### config.mk
export PLATFORM = sky130hd
export DESIGN_NAME = fetch_unit
export DESIGN_NICKNAME = d
export VERILOG_FILES = /design/src/rtl/fetch_unit.sv
export SDC_FILE = /design/constraint.sdc
export NUM_CORES = 1
export LEC_CHECK = 0
export CAP_MARGIN = 20
export CORE_ASPECT_RATIO = 1.4
export CORE_MARGIN = 2
export CORE_UTILIZATION = 35
export DETAILED_ROUTE_END_ITERATION = 6
export PLACE_DENSITY_LB_ADDON = 0.1
export SETUP_SLACK_MARGIN = 0.1
export SLEW_MARGIN = 20
export SYNTH_ARGS = -nofsm -noshare
export SYNTH_HDL_FRONTEND = slang
export SYNTH_SLANG_ARGS = --single-unit
### constraint.sdc
create_clock -name clk -period 2.9 [get_ports clk]
set_clock_uncertainty 0.1 [all_clocks]
set_input_delay 0.435 -clock clk [delete_from_list [all_inputs] [get_ports clk]]
set_output_delay 0.435 -clock clk [all_outputs]
set_load 0.01 [all_outputs]
### src/rtl/fetch_unit.sv
// Instruction fetch: one-outstanding-request memory FSM feeding a small prefetch FIFO for the decoder.
// Latency: a returned word reaches instr_o one cycle after instr_rvalid_i; there is no bypass.
// Backpressure: stall_i holds the FIFO head, and requests stop once buffered plus outstanding words fill the FIFO.
module fetch_unit #(
    parameter int                    WORD_WIDTH = 32,
    parameter logic [WORD_WIDTH-1:0] BOOT_ADDR  = 32'h0000_0000,
    parameter int                    FIFO_DEPTH = 2
) (
    input  logic                  clk,
    input  logic                  rst_n,
    output logic                  instr_req_o,
    output logic [WORD_WIDTH-1:0] instr_addr_o,
    input  logic                  instr_gnt_i,
    input  logic                  instr_rvalid_i,
    input  logic [WORD_WIDTH-1:0] instr_rdata_i,
    output logic [WORD_WIDTH-1:0] instr_o,
    output logic [WORD_WIDTH-1:0] pc_o,
    output logic                  no_op_flag_o,
    input  logic                  stall_i,
    input  logic                  branch_i,
    input  logic [WORD_WIDTH-1:0] branch_target_i
);
    localparam int PTR_W = $clog2(FIFO_DEPTH);
    localparam int CNT_W = PTR_W + 1;
    localparam logic [WORD_WIDTH-1:0] NOP = WORD_WIDTH'(32'h0000_0013);

    typedef enum logic [1:0] {IDLE, WAIT_GNT, WAIT_RVALID, DISCARD} state_t;

    state_t                state;
    logic [WORD_WIDTH-1:0] fetch_addr;
    logic [WORD_WIDTH-1:0] rsp_addr;
    logic [WORD_WIDTH-1:0] pc_q;
    logic [WORD_WIDTH-1:0] instr_mem [FIFO_DEPTH];
    logic [WORD_WIDTH-1:0] pc_mem    [FIFO_DEPTH];
    logic [PTR_W-1:0]      rd_ptr;
    logic [PTR_W-1:0]      wr_ptr;
    logic [CNT_W-1:0]      count;
    logic                  fifo_empty;
    logic                  push;
    logic                  pop;
    logic                  space_after_push;
    logic [WORD_WIDTH-1:0] target_aligned;
    logic [1:0]            unused_target_lsbs;

    assign target_aligned     = {branch_target_i[WORD_WIDTH-1:2], 2'b00};
    assign unused_target_lsbs = branch_target_i[1:0];

    assign fifo_empty = (count == '0);
    assign pop        = !fifo_empty && !stall_i && !branch_i;
    assign push       = (state == WAIT_RVALID) && instr_rvalid_i && !branch_i;
    // A push only happens with count below depth, so the only full case is count==DEPTH-1 without a pop.
    assign space_after_push = !((count == CNT_W'(FIFO_DEPTH - 1)) && !pop);

    always_ff @(posedge clk or negedge rst_n) begin
        if (!rst_n) begin
            state      <= IDLE;
            fetch_addr <= BOOT_ADDR;
            rsp_addr   <= BOOT_ADDR;
        end else if (branch_i) begin
            fetch_addr <= target_aligned;
            case (state)
                IDLE:     state <= WAIT_GNT;
                // A grant taken in the branch cycle was for the old path; its data must be dropped.
                WAIT_GNT: state <= instr_gnt_i ? DISCARD : WAIT_GNT;
                default:  state <= instr_rvalid_i ? WAIT_GNT : DISCARD;
            endcase
        end else begin
            case (state)
                IDLE: begin
                    if (count < CNT_W'(FIFO_DEPTH)) state <= WAIT_GNT;
                end
                WAIT_GNT: begin
                    if (instr_gnt_i) begin
                        state      <= WAIT_RVALID;
                        rsp_addr   <= fetch_addr;
                        fetch_addr <= fetch_addr + WORD_WIDTH'(4);
                    end
                end
                WAIT_RVALID: begin
                    if (instr_rvalid_i) state <= space_after_push ? WAIT_GNT : IDLE;
                end
                DISCARD: begin
                    if (instr_rvalid_i) state <= WAIT_GNT;
                end
                default: state <= IDLE;
            endcase
        end
    end

    always_ff @(posedge clk or negedge rst_n) begin
        if (!rst_n) begin
            rd_ptr <= '0;
            wr_ptr <= '0;
            count  <= '0;
            pc_q   <= BOOT_ADDR;
            for (int i = 0; i < FIFO_DEPTH; i++) begin
                instr_mem[i] <= '0;
                pc_mem[i]    <= '0;
            end
        end else begin
            // pc_o keeps showing the last head once the buffer drains.
            if (!fifo_empty) pc_q <= pc_mem[rd_ptr];
            if (branch_i) begin
                rd_ptr <= '0;
                wr_ptr <= '0;
                count  <= '0;
            end else begin
                if (push) begin
                    instr_mem[wr_ptr] <= instr_rdata_i;
                    pc_mem[wr_ptr]    <= rsp_addr;
                    wr_ptr            <= wr_ptr + 1'b1;
                end
                if (pop) rd_ptr <= rd_ptr + 1'b1;
                if (push && !pop)      count <= count + 1'b1;
                else if (pop && !push) count <= count - 1'b1;
            end
        end
    end

    assign instr_req_o  = (state == WAIT_GNT);
    assign instr_addr_o = fetch_addr;
    assign no_op_flag_o = fifo_empty || branch_i;
    assign instr_o      = fifo_empty ? NOP : instr_mem[rd_ptr];
    assign pc_o         = fifo_empty ? pc_q : pc_mem[rd_ptr];

endmodule

# Yosys cells after proc, flatten, opt, wreduce, memory -nomap -nowiden
# Index checks and enable logic that the tools add are counted.
dict set report word_totals {
  ff_bits 230
  input_bits 70
  out_inout_bits 98
}
dict set report op_classes {
  add_sub_neg 5
  magnitude_cmp 4
  n_eq_ne 8
  mux 32
  bitwise 3
  reduce_logical 25
}
# cell count
set ops {}
lappend ops {{32-bit 2-to-1 mux} 12}
lappend ops {{64-bit bitwise mux} 2}
lappend ops {{32-bit by 3-bit adder with 32-bit output (second input constant)} 1}
lappend ops {{32-bit demux with 1-bit select} 1}
lappend ops {{2-bit 2-to-1 mux} 10}
lappend ops {{3-bit != test (second input constant)} 3}
lappend ops {{1-bit logical AND} 8}
lappend ops {{2-bit one-hot mux with 4 select lines} 1}
lappend ops {{2-bit nonzero test} 4}
lappend ops {{1-bit logical NOT} 5}
lappend ops {{1-bit 2-to-1 mux} 5}
lappend ops {{2-bit by 1-bit equality test with 1-bit output (second input constant)} 2}
lappend ops {{2-bit equality test (second input constant)} 2}
lappend ops {{2-bit >= comparator (second input constant)} 2}
lappend ops {{2-bit logical NOT} 2}
lappend ops {{1-bit NOT with 2-bit output} 2}
lappend ops {{2-bit one-hot mux with 2 select lines} 1}
lappend ops {{2-bit AND reduction} 2}
lappend ops {{4-bit AND reduction} 1}
lappend ops {{3-bit by 1-bit != test with 1-bit output (second input constant)} 1}
lappend ops {{3-bit AND reduction} 1}
lappend ops {{3-bit nonzero test} 1}
lappend ops {{1-bit adder (second input constant)} 2}
lappend ops {{2-bit by 1-bit adder with 2-bit output (second input constant)} 1}
lappend ops {{5 further kinds} 5}

# Logic depth before layout (Yosys ltp)
# Gate-level depths: netlist (run 1).
dict set report logic_depth {
  word_depth 10
  ltp_mapped 7
  depth_no_buf 6
}

# Worst setup path before layout (run 1)
# Ideal clock, no wire load.
dict set report synth_timing {
  path_type {reg-to-output}
  startpoint {register rd_ptr}
  endpoint {output port pc_o[11]}
  arrival_time_ns 1.684
  required_time_ns 2.365
  slack_ns 0.681
  path_stages_with_launch 6
  path_buffers 3
  path_cell_list {dfrtp_1 clkbuf_1 clkbuf_1 clkbuf_1 mux2i_1 o21ai_0}
}
dict set report synth_via {
  elab_chain_len 5
}
# item line
set synth_lines {}
lappend synth_lines {{start: declaration} 35} ;# logic [PTR_W-1:0] rd_ptr;
lappend synth_lines {{start signal: assignment} 113} ;# if (pop) rd_ptr <= rd_ptr + 1'b1;
lappend synth_lines {{1-bit NOT with 2-bit output (not written as such)} 124} ;# assign pc_o = fifo_empty ? pc_q : pc_mem[rd_ptr];
lappend synth_lines {{32-bit 2-to-1 mux (not written as such) (3 in a row)} 124}
lappend synth_lines {{32-bit 2-to-1 mux} 124}
lappend synth_lines {{end: declaration} 17} ;# output logic [WORD_WIDTH-1:0] pc_o,
# No other way between the ends. The select of a mux whose other input is x is not followed.

# Worst setup path in the final report (run 1)
dict set report layout_timing {
  startpoint {register count[1]}
  endpoint {output port pc_o[0]}
}
dict set report layout_via {
  elab_chain_len 2
}
# item line
set layout_lines {}
lappend layout_lines {{start: declaration} 37} ;# logic [CNT_W-1:0] count;
lappend layout_lines {{start signal: assignment} 114} ;# if (push && !pop) count <= count + 1'b1;
lappend layout_lines {{start signal: assignment} 115} ;# else if (pop && !push) count <= count - 1'b1;
lappend layout_lines {{2-bit logical NOT} 48} ;# assign fifo_empty = (count == '0);
lappend layout_lines {{32-bit 2-to-1 mux} 124}
# No other way between the ends.

==> summary.txt, run 1 <==
GRT
  – GRT Util Overall: between 15 and 20%
  – First-pass GRT wire length: 37.0 mm
  – Vias in the first global route: 6737
  – M2 GR Usage: 26.1%
  – Most Crowded Layer GR: met2
  – GR Util met3: 2.31%
  – GRT Residual Overflow: 0
  – Initial antenna violation count: 0
  – Largest net degree at the start of global routing: 74
  – GR Layer Usage met1: 22.4%

Route
  – Via density: 4.93
  – Vias post-DR: 6612
  – Number of routed nets with antenna violations: 0
  – Post-Route WL: between 20 and 25 mm
  – Routed wire per std cell: 17.3 um
  – Post-route DRC: 0
  – Initial DRC count: about 200
  – First-pass DRT Iterations: 4

Final layout
  – N_diodes: 0
  – Layout area overhead: 33.7%
  – Share of cells above drive strength 1: roughly a quarter
  – Design area: ~13000 um2
  – Nets: 1028
  – Post-layout util: 47.2%
  – Filler instances: 2561

Clocking
  – Worst-Skew Late Latency: 0.51 ns
  – Clock Sinks: 222
  – CTS tree: done
  – Num CTS Buffers: 24
  – Worst-path clk slew: about 0.06 ns
  – CTS max path bufs: 3
  – H-tree depth: 1
  – Root cell of the clock tree: clkbuf_16

Run
  – Max_cap viols: 0

STA
  – Final Max Slew Viols: 0
  – Setup TNS: 0 ns
  – Final hold viol count: 0
  – Min Clock Period, post-route: between 2 and 3 ns
  – Achievable Freq: 0.365 GHz
  – Period utilisation layout: approximately 95%
  – Least-Margin Pin Slew: between 0.5 and 0.6 ns
  – Final setup vio count: 0
  – RSZ-0062 raised after global routing: true
  – Slew HR: between 60% and 70%

Logic synthesis
  – FFs w/ async S/R, synth: 100%
  – Dominant synthesized flop cell: dfrtp_1
  – EDFF count, synth: 0
  – Post-synth cell types: 45
  – Synth warn: 0
  – Post-Syn Area: 9710 um2
  – Post-synthesis sequential area ratio: 57.2%
  – Gate Count Post-Synth: just under 800
  – Synth Register Bits: 222
  – Avg Cell Area, Syn: between 10 and 15 um2

Floorplan
  – Die X: 145 um
  – I/O pins: 168
  – Initial core utilization: 35.3%
  – Die Area: a little under 30000 um2
  – Total core area: 27500 um2
  – Num rows: slightly above 70
  – Die height: 201 um

Placement
  – Port bufs: ~160
  – Post-DP HPWL: roughly 15 mm
  – Post-place instance area: 12000 um2
  – GPL Wtd Cong: 0.767

Hold path
  – Hold Path Class: in2async

Setup path
  – Worst EP required: 2.37 ns
  – CP Capture Type: output pin
  – R2R Path End: instr_addr_o[24]
  – Critical Path End: pc_o[0]
  – Max FO, Critical Path: 14
  – R2r startpoint: instr_addr_o[2]
  – Setup CP Type: reg2out
  – FF-to-FF setup slack: 0.56 ns
  – Startpoint types: flip-flop
  – Critical path arrival: 2.21 ns
  – CP Launch Point: count[1]
  – Reg2Reg Depth: 5

Run status
  – Status: complete, no violations

Power
  – Peak supply drop: 467 uV
  – Leakage: between 5 and 6 nW
  – Power per cell area: 857 nW/um2
## final cells by class
class	instances	area, um2	area share (%)
Tap cell	370	463	3.57
Clock inverter	5	56.3	0.434
Inverter	9	33.8	0.260
Clock buffer	37	751	5.79
Timing Repair Buffer	202	2150	16.6
Sequential cell	222	5560	42.9
Multi-Input combinational cell	496	3960	30.5
## worst max-delay path, stage by stage (launching register included)
cell,delay (ns)
dfrtp_1,0.38
inv_1,0.11
ha_4,0.23
buf_12,0.16
buf_4,0.14
and2_1,0.14
clkdlybuf4s50_1,0.53
## repair_timing
action | CTS | global route
buffers inserted | 4 | 4
endpoints found under the setup margin | 50 | 36
gates cloned | 2 | 2
hold buffers | 1 | 0
hold endpoints to repair | 62 | 0
resized for setup | 37 | 19
## synth_stat cells (5+ instances only)
master,n,share of area (%)
a31oi_1,13,0.84
buf_1,7,0.27
clkbuf_1,34,1.3
dfrtp_1,222,57
inv_1,9,0.35
mux2_2,156,18
mux2i_1,60,6.2
nand2_1,58,2.2
nand3_1,14,0.72
nand4_1,7,0.45
nor2_1,51,2.0
nor2b_1,5,0.32
o21ai_0,44,2.3
o31ai_1,11,0.85
or4_1,17,1.3
xnor2_1,8,0.72
xor2_1,6,0.54
## cells in the final DEF (no fill, tap or decap), types with 23 or more instances in the layout
cell type	n
mux2_2	156
mux2i_1	60
dlygate4sd2_1	25
dfrtp_1	221
clkbuf_16	27
nand2_1	57
o21ai_0	28
clkdlybuf4s50_1	130
nor2_1	50
buf_4	23
## metrics by stage
stage	setup slack (ns)	hold WS [ns]	cells	total power [mW]
after CTS	0.0550	0.364	1335	11.2
after floorplan	0.681	0.0394	775	6.16
after global routing	0.0520	0.388	1341	11.8
after detailed placement	0.291	0.320	1286	7.87
after global placement	0.306	0.321	1286	7.82
final	0.159	0.372	1341	11.1
## per-layer routing
metal	wire length, um	vias up
met5	0	-
met4	455	0
met3	1010	35
met2	11100	161
met1	10600	3277
li1	-	3139
## sequential cells by signal, indices dropped and copies added, names as in the netlist
signal / flops
count: 2
instr_addr_o: 30
instr_mem: 64
pc_mem: 60
pc_q: 32
rd_ptr: 1
rsp_addr: 30
state: 2
wr_ptr: 1
## power by group
group          internal, mW  switching (mW)  leakage (nW)  total [mW]
Sequential             3.90           0.467          2.87        4.36
Clock                  1.86            1.21         0.397        3.07
Combinational          2.02            1.66          2.49        3.68
Total                  7.78            3.34          5.76        11.1
## cells by family (layout without fill, tap and decap cells)
logic type | count (synthesis) | in the layout | synth area share, %
other | 1 | 2 | 0.0386
buffers and inverters | 57 | 253 | 2.41
AO/OA/AOI/OAI | 82 | 82 | 5.17
XOR/XNOR | 14 | 14 | 1.26
multiplexers | 216 | 216 | 24.3
AND/OR/NAND/NOR | 179 | 179 | 9.20
flip-flops | 222 | 222 | 57.2
adder cells (fa/ha/maj) | 3 | 3 | 0.387
## worst min-delay path by stage
stage                        startpoint          endpoint  slack [ns]  depth (start not counted)
floorplan                         rst_n          count[0]        0.04                          0
global placement                  rst_n     instr_mem[38]        0.32                          1
detailed placement                rst_n     instr_mem[38]        0.32                          1
CTS                  branch_target_i[9]   instr_addr_o[9]        0.36                          3
global route        branch_target_i[30]  instr_addr_o[30]        0.39                          3
finish                            rst_n     instr_mem[38]        0.37                          2
Power figures use the tool's default switching activity.
==> run 2: changes to the inputs <==
Settings changed: ABC_AREA set to 1.
==> summary.txt, run 2 <==
Route
  – Post-route DRC: 0 (unchanged)
  – Metal2 WL: 12.6 mm (was 11.1 mm)
  – Vias post-DR: 7873 (was 6612)
  – Met3 Wirelength: 1.00 mm (was 1.01 mm)
  – Top Metal Used: met4 (unchanged)
  – Initial DRC count: 347 (was 203)
  – Number of routed nets with antenna violations: 0 (unchanged)
  – Metal1 wirelength: 12.4 mm (was 10.6 mm)
  – Routed wire per std cell: 16.3 um (was 17.3 um)
  – Via density: 4.77 (was 4.93)
  – First-pass DRT Iterations: 4 (unchanged)
  – Post-Route WL: 26.9 mm (was 23.2 mm)

Final layout
  – Filler instances: 2862 (was 2561)
  – Share of cells above drive strength 1: 12.8% (was 25.2%)
  – Nets: 1330 (was 1028)
  – Flip-flop count of the largest register after layout: 64 (unchanged)
  – Sequential cell area: 5560 um2 (about the same)
  – Post-layout util: 45.3% (was 47.2%)
  – Fin cells: 1652 (was 1341)
  – Commonest non-fill, non-tap cell in the layout: nand2_1 (was dfrtp_1)
  – Top flop regs: instr_mem: 64 flops, pc_mem: 60 flops, pc_q: 32 flops (unchanged)
  – Multi-input gate area: 4010 um2 (was 3960 um2)
  – N_diodes: 0 (unchanged)
  – Layout area overhead: 28.5% (was 33.7%)
  – Commonest cells after routing, fill and taps aside: nand2_1 (244), dfrtp_1 (221), clkdlybuf4s50_1 (103), a21oi_1 (99), o21ai_0 (97) (was dfrtp_1 (221), mux2_2 (156), clkdlybuf4s50_1 (130), mux2i_1 (60), nand2_1 (57))
  – Most flop-heavy register: instr_mem (unchanged)

Floorplan
  – Num rows: 74 (was 72)
  – Die height: 206 um (was 201 um)
  – I/O pins: 168 (unchanged)
  – Total core area: 29000 um2 (was 27500 um2)
  – Initial core utilization: 35.2% (was 35.3%)
  – Die Area: 30600 um2 (was 29100 um2)
  – Die X: 148 um (was 145 um)

STA
  – Achievable Freq: 0.369 GHz (was 0.365 GHz)
  – Period utilisation layout: 93.5% (was 94.5%)
  – RSZ-0062 raised after global routing: false (was true)
  – Final hold viol count: 0 (unchanged)
  – Final worst setup slack: 0.188 ns (was 0.159 ns)
  – Final Max Slew Viols: 0 (unchanged)
  – Min Clock Period, post-route: 2.71 ns (was 2.74 ns)
  – Least-Margin Pin Slew: 0.712 ns (was 0.512 ns)
  – Final setup vio count: 0 (unchanged)
  – Setup TNS: 0 ns (unchanged)
  – Slew HR: 52.5% (was 65.9%)

Setup path
  – CP Launch Point: count[1] (unchanged)
  – R2R Path End: instr_addr_o[24] (unchanged)
  – Startpoint types: flip-flop (unchanged)
  – Critical Path End: instr_o[0] (was pc_o[0])
  – Crit path cell chain: inv_1 > ha_4 > inv_2 > buf_8 > o211ai_1 > clkdlybuf4s50_1 (was inv_1 > ha_4 > buf_12 > buf_4 > and2_1 > clkdlybuf4s50_1)
  – Max FO, Critical Path: 14 (unchanged)
  – R2r startpoint: instr_addr_o[2] (unchanged)
  – Largest stage delay on the critical path: 0.57 ns (was 0.53 ns)
  – Setup CP Type: reg2out (unchanged)
  – CP Capture Type: output pin (unchanged)
  – Critical path arrival: 2.18 ns (was 2.21 ns)
  – CP max stage cell: clkdlybuf4s50_1 (unchanged)
  – Worst EP required: 2.37 ns (about the same)
  – FF-to-FF setup slack: 0.73 ns (was 0.56 ns)
  – Reg2Reg Depth: 10 (was 5)

Hold path
  – Hold Path Class: in2async (unchanged)

Logic synthesis
  – Count leader, synth: nand2_1 (was dfrtp_1)
  – Gate Count Post-Synth: 1103 (was 774)
  – EDFF count, synth: 0 (unchanged)
  – Dominant synthesized flop cell: dfrtp_1 (unchanged)
  – Post-synthesis sequential area ratio: 54.4% (was 57.2%)
  – Avg Cell Area, Syn: 9.25 um2 (was 12.5 um2)
  – Yosys top cell area share: 54.4% (was 57.2%)
  – Area contributors post-synth: dfrtp_1 (54%), nand2_1 (9.0%), mux2_4 (6.9%) (was dfrtp_1 (57%), mux2_2 (18%), mux2i_1 (6.2%))
  – Post-synth cell types: 33 (was 45)
  – Synth area leader: dfrtp_1 (unchanged)
  – Synth warn: 0 (unchanged)
  – Synth Register Bits: 222 (unchanged)
  – Synth top cells by count: nand2_1 (244), dfrtp_1 (222), a21oi_1 (112), o21ai_0 (97), inv_1 (96) (was dfrtp_1 (222), mux2_2 (156), mux2i_1 (60), nand2_1 (58), nor2_1 (51))
  – Post-Syn Area: 10200 um2 (was 9710 um2)
  – FFs w/ async S/R, synth: 100% (unchanged)

Placement
  – DP Cell Count: 1610 (was 1286)
  – GPL Wtd Cong: 0.876 (was 0.767)
  – Port bufs: 163 (unchanged)
  – Place WS: 0.235 ns (was 0.291 ns)
  – Post-DP HPWL: 18.0 mm (was 15.1 mm)

Run
  – Max_cap viols: 0 (unchanged)

Clocking
  – Worst-Skew Late Latency: 0.52 ns (was 0.51 ns)
  – CTS max path bufs: 3 (unchanged)
  – Clock Sinks: 222 (unchanged)
  – Num CTS Buffers: 24 (unchanged)
  – Root cell of the clock tree: clkbuf_16 (unchanged)
  – CTS tree: done (unchanged)
  – Worst-path clk slew: 0.06 ns (about the same)
  – Post-CTS Setup Inserts: 0 (was 4)
  – H-tree depth: 1 (unchanged)

Power
  – Peak supply drop: 389 uV (was 467 uV)
  – Sequential share of power: 39.8% (was 39.3%)
  – Combinational power share: 35.0% (was 33.1%)
  – Power per cell area: 950 nW/um2 (was 857 nW/um2)
  – Switching Share: 34.0% (was 30.0%)
  – Clock power frac: 25.2% (was 27.7%)
  – Net Switching: 4.24 mW (was 3.34 mW)
  – Leakage: 6.34 nW (was 5.76 nW)
  – Internal Power: 8.22 mW (was 7.78 mW)

GRT
  – Vias in the first global route: 8177 (was 6737)
  – Initial antenna violation count: 0 (unchanged)
  – Largest net degree at the start of global routing: 69 (was 74)
  – First-pass GRT wire length: 43.7 mm (was 37.0 mm)
  – GRT Util Overall: 17.8% (was 16.0%)
  – GRT Residual Overflow: 0 (unchanged)

Run status
  – Status: complete, no violations (unchanged)
[run 2: cell count changes in the layout (fill, tap and decap cells not counted), moves of 60 or more]
cell / previous run / this run
inv_1: 9 / 96
a21oi_1: 0 / 99
o21ai_0: 28 / 97
nand2_1: 57 / 244
mux2_2: 156 / 24
mux2i_1: 60 / 0
[run 2: cells by family (layout without fill, tap and decap cells)]
kind of cell	count (synthesis)	after routing	share of synthesized area (%)
AOI/OAI and AO/OA	245	245	12.4
and+or+nand+nor	396	396	15.9
buffers and inverters	162	330	7.02
xor gates and xnor gates	3	3	0.257
muxes	71	71	9.56
DFF	222	222	54.4
adders and majority gates	3	3	0.368
other	1	2	0.0367
[run 2: worst min-delay path by stage]
stage | start | endpoint | slack [ns] | depth (start not counted)
5_1_grt | rst_n | instr_mem[34] | 0.38 | 2
3_5_place_dp | rst_n | instr_mem[6] | 0.33 | 1
6_report | rst_n | instr_mem[6] | 0.35 | 2
3_3_place_gp | rst_n | instr_mem[6] | 0.33 | 1
4_1_cts | branch_target_i[22] | instr_addr_o[22] | 0.36 | 3
2_1_floorplan | rst_n | count[0] | 0.04 | 0
[run 2: critical path: cells and delay by family, from the launching register on]
family          cells  cell delay [ns]
flops               1             0.39
compound gates      1             0.11
fa+ha+maj           1             0.20
buf+inv             4             0.95
[run 2: layer usage]
metal	track usage, %	vias up
met1	23.3	3748
met4	6.53	0
met5	0	-
met2	30.4	175
li1	-	3909
met3	2.25	41
[run 2: stage by stage]
| stage | area, um2 | power [mW] | hold slack [ns] |
|---|---|---|---|
| after detailed placement | 12300 | 9.62 | 0.328 |
| final | 13100 | 12.5 | 0.346 |
| after CTS | 13100 | 12.7 | 0.359 |
| after global placement | 12300 | 9.55 | 0.330 |
| after global routing | 13100 | 13.3 | 0.378 |
| after floorplan | 10200 | 7.40 | 0.0394 |
[run 2: cell type report]
type	count	share of cell area (%)
well taps	380	3.63
repair buffers	189	14.5
clock buffers	34	5.49
clock inverters	7	0.668
multi-input cells	720	30.5
inverters	100	2.86
flip-flops and latches	222	42.4
[run 2: power by group through the flow]
stage	clock network [mW]	logic, mW	registers, mW
floorplan	0	2.56	4.83
global placement	0	4.57	4.98
detailed placement	0	4.61	5.01
CTS	3.26	4.44	4.96
global route	3.36	4.86	5.10
finish	3.14	4.36	4.96
[run 2: what timing repair did]
action	in CTS	in global routing
endpoints found under the setup margin	65	2
pin swaps	2	0
hold endpoints to repair	61	0
hold buffers	1	0
resized for setup	79	2
==> run 3: changes to the inputs <==
Settings changed: HOLD_SLACK_MARGIN set to 0.05.
==> results of run 3 <==
The final DEF is identical to that of run 2; final timing and power are the same.
==> edit (flow settings as in run 1) <==
Change the parameter `FIFO_DEPTH` from 2 to 1.
--- a/src/rtl/fetch_unit.sv
+++ b/src/rtl/fetch_unit.sv
@@ -5,5 +5,5 @@
     parameter int                    WORD_WIDTH = 32,
     parameter logic [WORD_WIDTH-1:0] BOOT_ADDR  = 32'h0000_0000,
-    parameter int                    FIFO_DEPTH = 2
+    parameter int                    FIFO_DEPTH = 1
 ) (
     input  logic                  clk,
Formal check against the unedited RTL: not equivalent (Yosys sat finds a counterexample within 4 cycles, from zero or initial values and one cycle with rst_n low).
==> edit against run 1 <==
Fmax up 6.9%. Final cell count fell by 28%. Register-to-register slack gained 0.19 ns. Setup slack improved by 0.18 ns. Final area decreased by 27%. Synthesized area down 29%. Routed wire length shrank 27%. Power shrank 33%. Sequential cell count shrank 63.
==> edit: results <==
{
  "hpwl_um": 11800,
  "startpoint": "count",
  "ir_drop_uv": 366,
  "status": "finished clean",
  "wirelength_um": 16900,
  "timing.slew.headroom": 0.502,
  "hold_path.class": "reg -> reg",
  "grt_start_max_net_pins": 76,
  "synthDistinctLibCells": 50,
  "reg_top3": "instr_mem (32), pc_q (32)",
  "place_area_um2": 8880,
  "drtIter0Drc": 186,
  "drive_gt1_frac": 0.245,
  "timing.rr.start": "state[0]",
  "grt_pass1_wl_um": 26700,
  "num_vias": 4791,
  "cellLeakagePower_nw": 3.98,
  "dp_slack_ns": 0.346,
  "first_global_vias": 4925,
  "syn_avg_cell_area_um2": 12.8,
  "ys_seq_area_frac": 0.575,
  "track_usage": 0.168,
  "final_nets": 776,
  "htreeDepth": 4,
  "place_congestion": 0.811,
  "placed_cells": 932,
  "critPathMaxFanout": 30,
  "cts_setup_buffers": 0,
  "synth_common_cells": "dfrtp_1, mux2_2, and2_1, nand2_1, nor2_1",
  "yosys-top-cells-area": "dfrtp_1, mux2_2, and2_1",
  "clk_latency_ns": 0.42,
  "via_per_inst": 4.98
}
-- edit: changes by cell type in the layout (fill, tap and decap cells not counted), moves of 14 or more --
cell	change
nand2_1	-28
mux2i_1	-58
buf_4	-15
o21ai_1	-14
mux2_2	-33
clkdlybuf4s50_1	+32
dlygate4sd2_1	-25
nor2_1	-31
and2_1	+27
dfrtp_1	-63
-- edit: critical path, stage by stage, from the launching register on --
cell	delay (ns)
dfrtp_2	0.43
buf_4	0.30
mux2_2	0.38
clkdlybuf4s50_1	0.49
-- edit: worst paths after layout --
check | to | cells past startpoint | slack (ns)
worst min register to register | instr_mem[13] | 1 | 0.40
min in group asynchronous | instr_mem[5] | 2 | 0.54
worst min-delay path | instr_mem[13] | 1 | 0.40
max in group asynchronous | instr_addr_o[14] | 3 | 1.46
worst max-delay path | pc_o[31] | 3 | 0.33
worst max register to register | instr_mem[4] | 4 | 0.75
-- edit: timing repair --
item                                    in CTS  in global routing
endpoints found under the hold margin       55                  0
resized for setup                            0                  0
endpoints found under the setup margin       0                  0
hold buffers                                 1                  0
-- edit: logic make-up (layout without fill, tap and decap cells) --
| kind of cell | count (synthesis) | in the layout | share of synthesized area |
|---|---|---|---|
| buf+inv | 41 | 213 | 0.0268 |
| mux | 125 | 125 | 0.203 |
| compound gates | 44 | 44 | 0.0416 |
| other cells | 1 | 2 | 0.000542 |
| xor+xnor | 15 | 15 | 0.0190 |
| simple gates | 154 | 154 | 0.131 |
| flops | 159 | 159 | 0.575 |
| fa+ha+maj | 2 | 2 | 0.00361 |
-- edit: metal layers --
metal	part of all wire	vias to the layer above	global-route usage	wire length, µm
li1	-	2251	-	-
met1	0.42	2389	0.207	7190
met2	0.51	137	0.287	8670
met3	0.052	14	0.0405	883
met4	0.011	0	0.0520	178
met5	0	-	0	0
-- edit: layout make-up --
| cell class | count | area, µm² |
|---|---|---|
| fillers | 1760 | 9800 |
| flip-flops and latches | 159 | 3980 |
| multi-input cells | 342 | 2770 |
| repair buffers | 177 | 1800 |
| clock buffers | 24 | 492 |
| well taps | 248 | 310 |
| clock inverters | 5 | 104 |
| inverters | 7 | 26.3 |
-- edit: report_power, final --
group	internal, mW	switching (mW)
sequential	3.00	0.397
combinational	1.12	0.626
clock	1.43	0.836
